## src/rtl/imm_ext_pipe.sv

```systemverilog
// Registered RISC-V immediate generator with opcode auto-decode,
// CSR/shift formats, illegal flag and a one-entry valid/ready output.
module imm_ext_pipe #(
    parameter int XLEN        = 32,
    parameter bit AUTO_DECODE = 1'b1
) (
    input  logic            clk,
    input  logic            rst,
    input  logic            flush,
    input  logic            in_valid,
    output logic            in_ready,
    input  logic [31:0]     in_instr,
    input  logic [2:0]      imm_src,
    output logic            out_valid,
    input  logic            out_ready,
    output logic [XLEN-1:0] out_imm,
    output logic [2:0]      out_type,
    output logic            out_illegal,
    output logic [31:0]     out_instr
);

    localparam logic [2:0] T_I    = 3'b000;
    localparam logic [2:0] T_S    = 3'b001;
    localparam logic [2:0] T_B    = 3'b010;
    localparam logic [2:0] T_J    = 3'b011;
    localparam logic [2:0] T_U    = 3'b100;
    localparam logic [2:0] T_Z    = 3'b101;
    localparam logic [2:0] T_SH   = 3'b110;
    localparam logic [2:0] T_NONE = 3'b111;

    logic [2:0]      auto_type;
    logic [2:0]      sel_type;
    logic [31:0]     raw;
    logic            sext;
    logic [XLEN-1:0] imm;
    logic            accept;

    always_comb begin
        auto_type = T_NONE;
        unique case (in_instr[6:0])
            7'b0000011, 7'b1100111: auto_type = T_I;
            7'b0010011: auto_type = (in_instr[13:12] == 2'b01) ? T_SH : T_I;
            7'b0100011: auto_type = T_S;
            7'b1100011: auto_type = T_B;
            7'b1101111: auto_type = T_J;
            7'b0110111, 7'b0010111: auto_type = T_U;
            7'b1110011: auto_type = in_instr[14] ? T_Z : T_I;
            default: auto_type = T_NONE;
        endcase
    end

    assign sel_type = AUTO_DECODE ? auto_type : imm_src;

    // Formats are first assembled at 32 bits, then widened to XLEN.
    always_comb begin
        raw  = '0;
        sext = 1'b1;
        case (sel_type)
            T_I: raw = {{20{in_instr[31]}}, in_instr[31:20]};
            T_S: raw = {{20{in_instr[31]}}, in_instr[31:25], in_instr[11:7]};
            T_B: raw = {{19{in_instr[31]}}, in_instr[31], in_instr[7],
                        in_instr[30:25], in_instr[11:8], 1'b0};
            T_J: raw = {{11{in_instr[31]}}, in_instr[31], in_instr[19:12],
                        in_instr[20], in_instr[30:21], 1'b0};
            T_U: raw = {in_instr[31:12], 12'b0};
            T_Z: begin
                raw  = {27'b0, in_instr[19:15]};
                sext = 1'b0;
            end
            T_SH: begin
                raw  = (XLEN == 64) ? {26'b0, in_instr[25:20]}
                                    : {27'b0, in_instr[24:20]};
                sext = 1'b0;
            end
            default: begin
                raw  = '0;
                sext = 1'b0;
            end
        endcase
    end

    assign imm      = sext ? XLEN'($signed(raw)) : XLEN'(raw);
    assign in_ready = !out_valid | out_ready;
    assign accept   = in_valid & in_ready & !flush;

    always_ff @(posedge clk) begin
        if (rst) begin
            out_valid   <= 1'b0;
            out_imm     <= '0;
            out_type    <= T_NONE;
            out_illegal <= 1'b0;
            out_instr   <= '0;
        end else if (flush) begin
            out_valid <= 1'b0;
        end else if (accept) begin
            out_valid   <= 1'b1;
            out_imm     <= imm;
            out_type    <= sel_type;
            out_illegal <= (sel_type == T_NONE);
            out_instr   <= in_instr;
        end else if (out_ready) begin
            out_valid <= 1'b0;
        end
    end

endmodule

```

## config.mk

```make
export PLATFORM = sky130hd
export DESIGN_NAME = imm_ext_pipe
export DESIGN_NICKNAME = d
export VERILOG_FILES = /design/src/rtl/imm_ext_pipe.sv
export SDC_FILE = /design/constraint.sdc
export NUM_CORES = 1
export LEC_CHECK = 0
export CORE_MARGIN = 2
export CORE_UTILIZATION = 44
export CTS_CLUSTER_SIZE = 30
export DETAILED_ROUTE_END_ITERATION = 7
export PLACE_DENSITY = 0.78
export RECOVER_POWER = 50
export SKIP_CTS_REPAIR_TIMING = 1
export SLEW_MARGIN = 20
export SYNTH_ARGS = -nofsm -noshare
export SYNTH_HDL_FRONTEND = slang
export SYNTH_SLANG_ARGS = --single-unit
```

## constraint.sdc

```tcl
create_clock -name clk -period 2.4 [get_ports clk]
set_input_delay 0.48 -clock clk [delete_from_list [all_inputs] [get_ports clk]]
set_output_delay 0.48 -clock clk [all_outputs]
set_load 0.03 [all_outputs]
```

==> metrics.md <==
| Metric | Value |
|---|---|
| Syn_nets | `393` |
| Fraction of registers with async set or reset after synthesis | `0%` |
| Worst Path Arrival | `2.43 ns` |
| Worst R2R Setup Slack | `0.60 ns` |
| Synth Cell Area | `2960 µm²` |
| Power Total | `2.59 mW` |
| Ranking of synthesized cells by area | `dfxtp_1, nand2_1, a21oi_1` |
| Total global routing overflow | `0` |
| Clock Tree Root | `clkbuf_8` |
| Boundary pin count | `110` |
| Final min period | `2.15 ns` |
| Nets | `511` |
| Initial core utilization | `46.1%` |
| Initial DRC count | `204` |
| Via count | `3120` |
| Setup Crit Path Kind | `input port to flop` |
| Biggest area consumer among synthesized cells | `dfxtp_1` |
| Worst-path clk slew | `0.08 ns` |
| Pwr/cell area | `584 nW/µm²` |
| All-layer global routing usage | `25.4%` |
| Share of layout cells above drive strength 1 | `13.2%` |
| Largest net degree at the start of global routing | `31` |
| Setup crit end kind | `flop` |
| Worst rel slew slack | `57.8%` |
| Multi-input logic area | `1430 µm²` |
| Max-slew violations | `0` |
| Post-synth EDFFs | `0` |
| Detailed Route WL | `9060 µm` |
| Final hold slack | `0.454 ns` |
| Routed WL per cell | `16.4 µm` |
| Site Rows | `29` |
| Synthesized area per cell | `8.39 µm²` |
| Clock sinks | `69` |
| Synth-to-layout area growth | `49.6%` |
| Placed cells | `537` |
| Via density | `5.64` |
| RSZ-0062 raised after global routing | `no` |
| Post-route ant nets | `0` |
| Peak supply drop | `0.000336 V` |
| Seq/Total Area, Yosys | `46.7%` |
| I/O Buffers | `106` |
| Static Leak | `1.71 nW` |
| Die area | `7400 µm²` |
| Pre-antenna DRT Iters | `5` |
| Syn. warnings | `0` |
| # DRC | `0` |
| Required time of the critical path | `2.68 ns` |
| Synth unique cells | `44` |
| CTS Buf Count | `9` |
| Clock Skews | `0.00527 ns` |
| Syn Inst Count | `353` |
| Tcrit/Tclk final | `89.5%` |
| Post-synth top flop | `dfxtp_1` |
| Setup crit start kind | `input port` |
| Core Footprint | `6420 µm²` |
| Slew @ Worst Pin | `0.633 ns` |
| Latest clock arrival within the worst-skew pair | `0.35 ns` |
| FF+latch area | `1380 µm²` |
| CP max FO | `8` |
| DP HPWL | `6670 µm` |
| Cell with the most instances after synthesis | `nand2_1` |
| Gpl congestion | `0.909` |
| CP max stage delay | `0.53 ns` |
| Worst hold path class | `flop to flop` |
| Maxcap violations | `0` |
| Most frequent cells after synthesis | `nand2_1, dfxtp_1, a21oi_1` |
| CP Cell Sequence | `clkdlybuf4s50_1 -> and4bb_1 -> o211ai_4 -> buf_4 -> a211oi_2 -> a21oi_1 -> o21ai_2` |
| Achievable Freq | `466 MHz` |
| Number of global-route vias before repair | `2956` |
| CP max stage cell | `clkdlybuf4s50_1` |
| Yosys reg bits | `69` |
| CTS Buffer Depth | `2` |
| Final number of hold-violating endpoints | `0` |
| Status | `finished clean` |
| CTS tree | `built` |
| Die Ht | `86.0 µm` |
| Cell Count, Final, Fillers Out | `553` |
| # setup viols final | `0` |
| Initial antenna violation count | `0` |
| Fill count | `522` |
| Post-synth top area share | `46.7%` |
| Die Wd | `86.0 µm` |
| Clock H-tree levels | `3` |
| Antenna diode count | `0` |
| Global-route wire length before repair | `14800 µm` |
==> through the flow <==
stage | worst slack (ns) | instance area [µm²] | utilization, % | TNS (ns)
finish | 0.252 | 4430 | 68.9 | 0
global route | 0.0797 | 4430 | 68.9 | 0
CTS | 0.258 | 4440 | 69.1 | 0
detailed placement | -0.0840 | 4230 | 65.8 | -0.685
global placement | -0.0133 | 4230 | 65.8 | -0.0271
floorplan | 0.466 | 2960 | - | 0
==> flip-flops by register name, summed over array words and instances (netlist names) <==
name and flops:
out_imm 32, out_valid 1, out_illegal 1, out_type 3, out_instr 32
==> critical path: cells and delay by family <==
kind / cells / cell delay [ns]
simple gates: 1 / 0.41
compound gates: 4 / 0.83
buf+inv: 2 / 0.71
==> logic make-up after synthesis <==
family,count (synthesis),share of synthesized area (%)
and+or+nand+nor,138,22.1
AOI/OAI and AO/OA,114,26.2
DFF,69,46.7
buffers and inverters,32,5.03
==> power by group <==
part | switching, mW | internal [mW] | total [mW]
Sequential | 0.0174 | 1.18 | 1.20
Combinational | 0.236 | 0.170 | 0.405
Clock | 0.469 | 0.515 | 0.984
==> final cells by class <==
class                   instances  share of cell area (%)
inverters                       3                   0.254
clock inverters                 6                    1.58
well taps                      77                    2.18
clock buffers                  10                    3.11
multi-input cells             252                    32.3
flip-flops and latches         69                    31.2
repair buffers                136                    29.4
==> final timing paths <==
path | from | to | cells after the start
worst max register to register | out_valid | out_imm[12] | 7
worst max-delay path | in_instr[1] | out_imm[15] | 7
worst min-delay path | out_instr[30] | out_instr[30] | 2
worst min register to register | out_instr[30] | out_instr[30] | 2
==> per-layer routing <==
metal | up-vias | routed length [µm] | GRT usage [%]
li1 | 1509 | - | -
met1 | 1460 | 3900 | 34.0
met5 | - | 0 | 0
met2 | 129 | 4260 | 39.6
met4 | 0 | 257 | 11.5
met3 | 22 | 643 | 4.81
==> cell usage in the layout (no fill, tap or decap), types with 2 or more instances in the layout <==
cell,instances
and3_1,5
a22oi_1,12
o21ai_1,6
a21oi_1,49
a21oi_2,6
clkinvlp_4,3
nand2b_1,2
nand3_1,15
a31oi_1,5
dlygate4sd3_1,36
inv_6,2
o2bb2ai_1,8
nand4_1,10
and4b_1,2
inv_1,2
o21ai_2,2
a311oi_1,4
clkbuf_8,10
buf_12,2
nor2_1,11
nand2_1,84
dfxtp_1,69
buf_4,28
clkdlybuf4s50_1,68
a211oi_1,9
o21ai_0,3
Note: power is estimated with default switching activity, not from simulation.
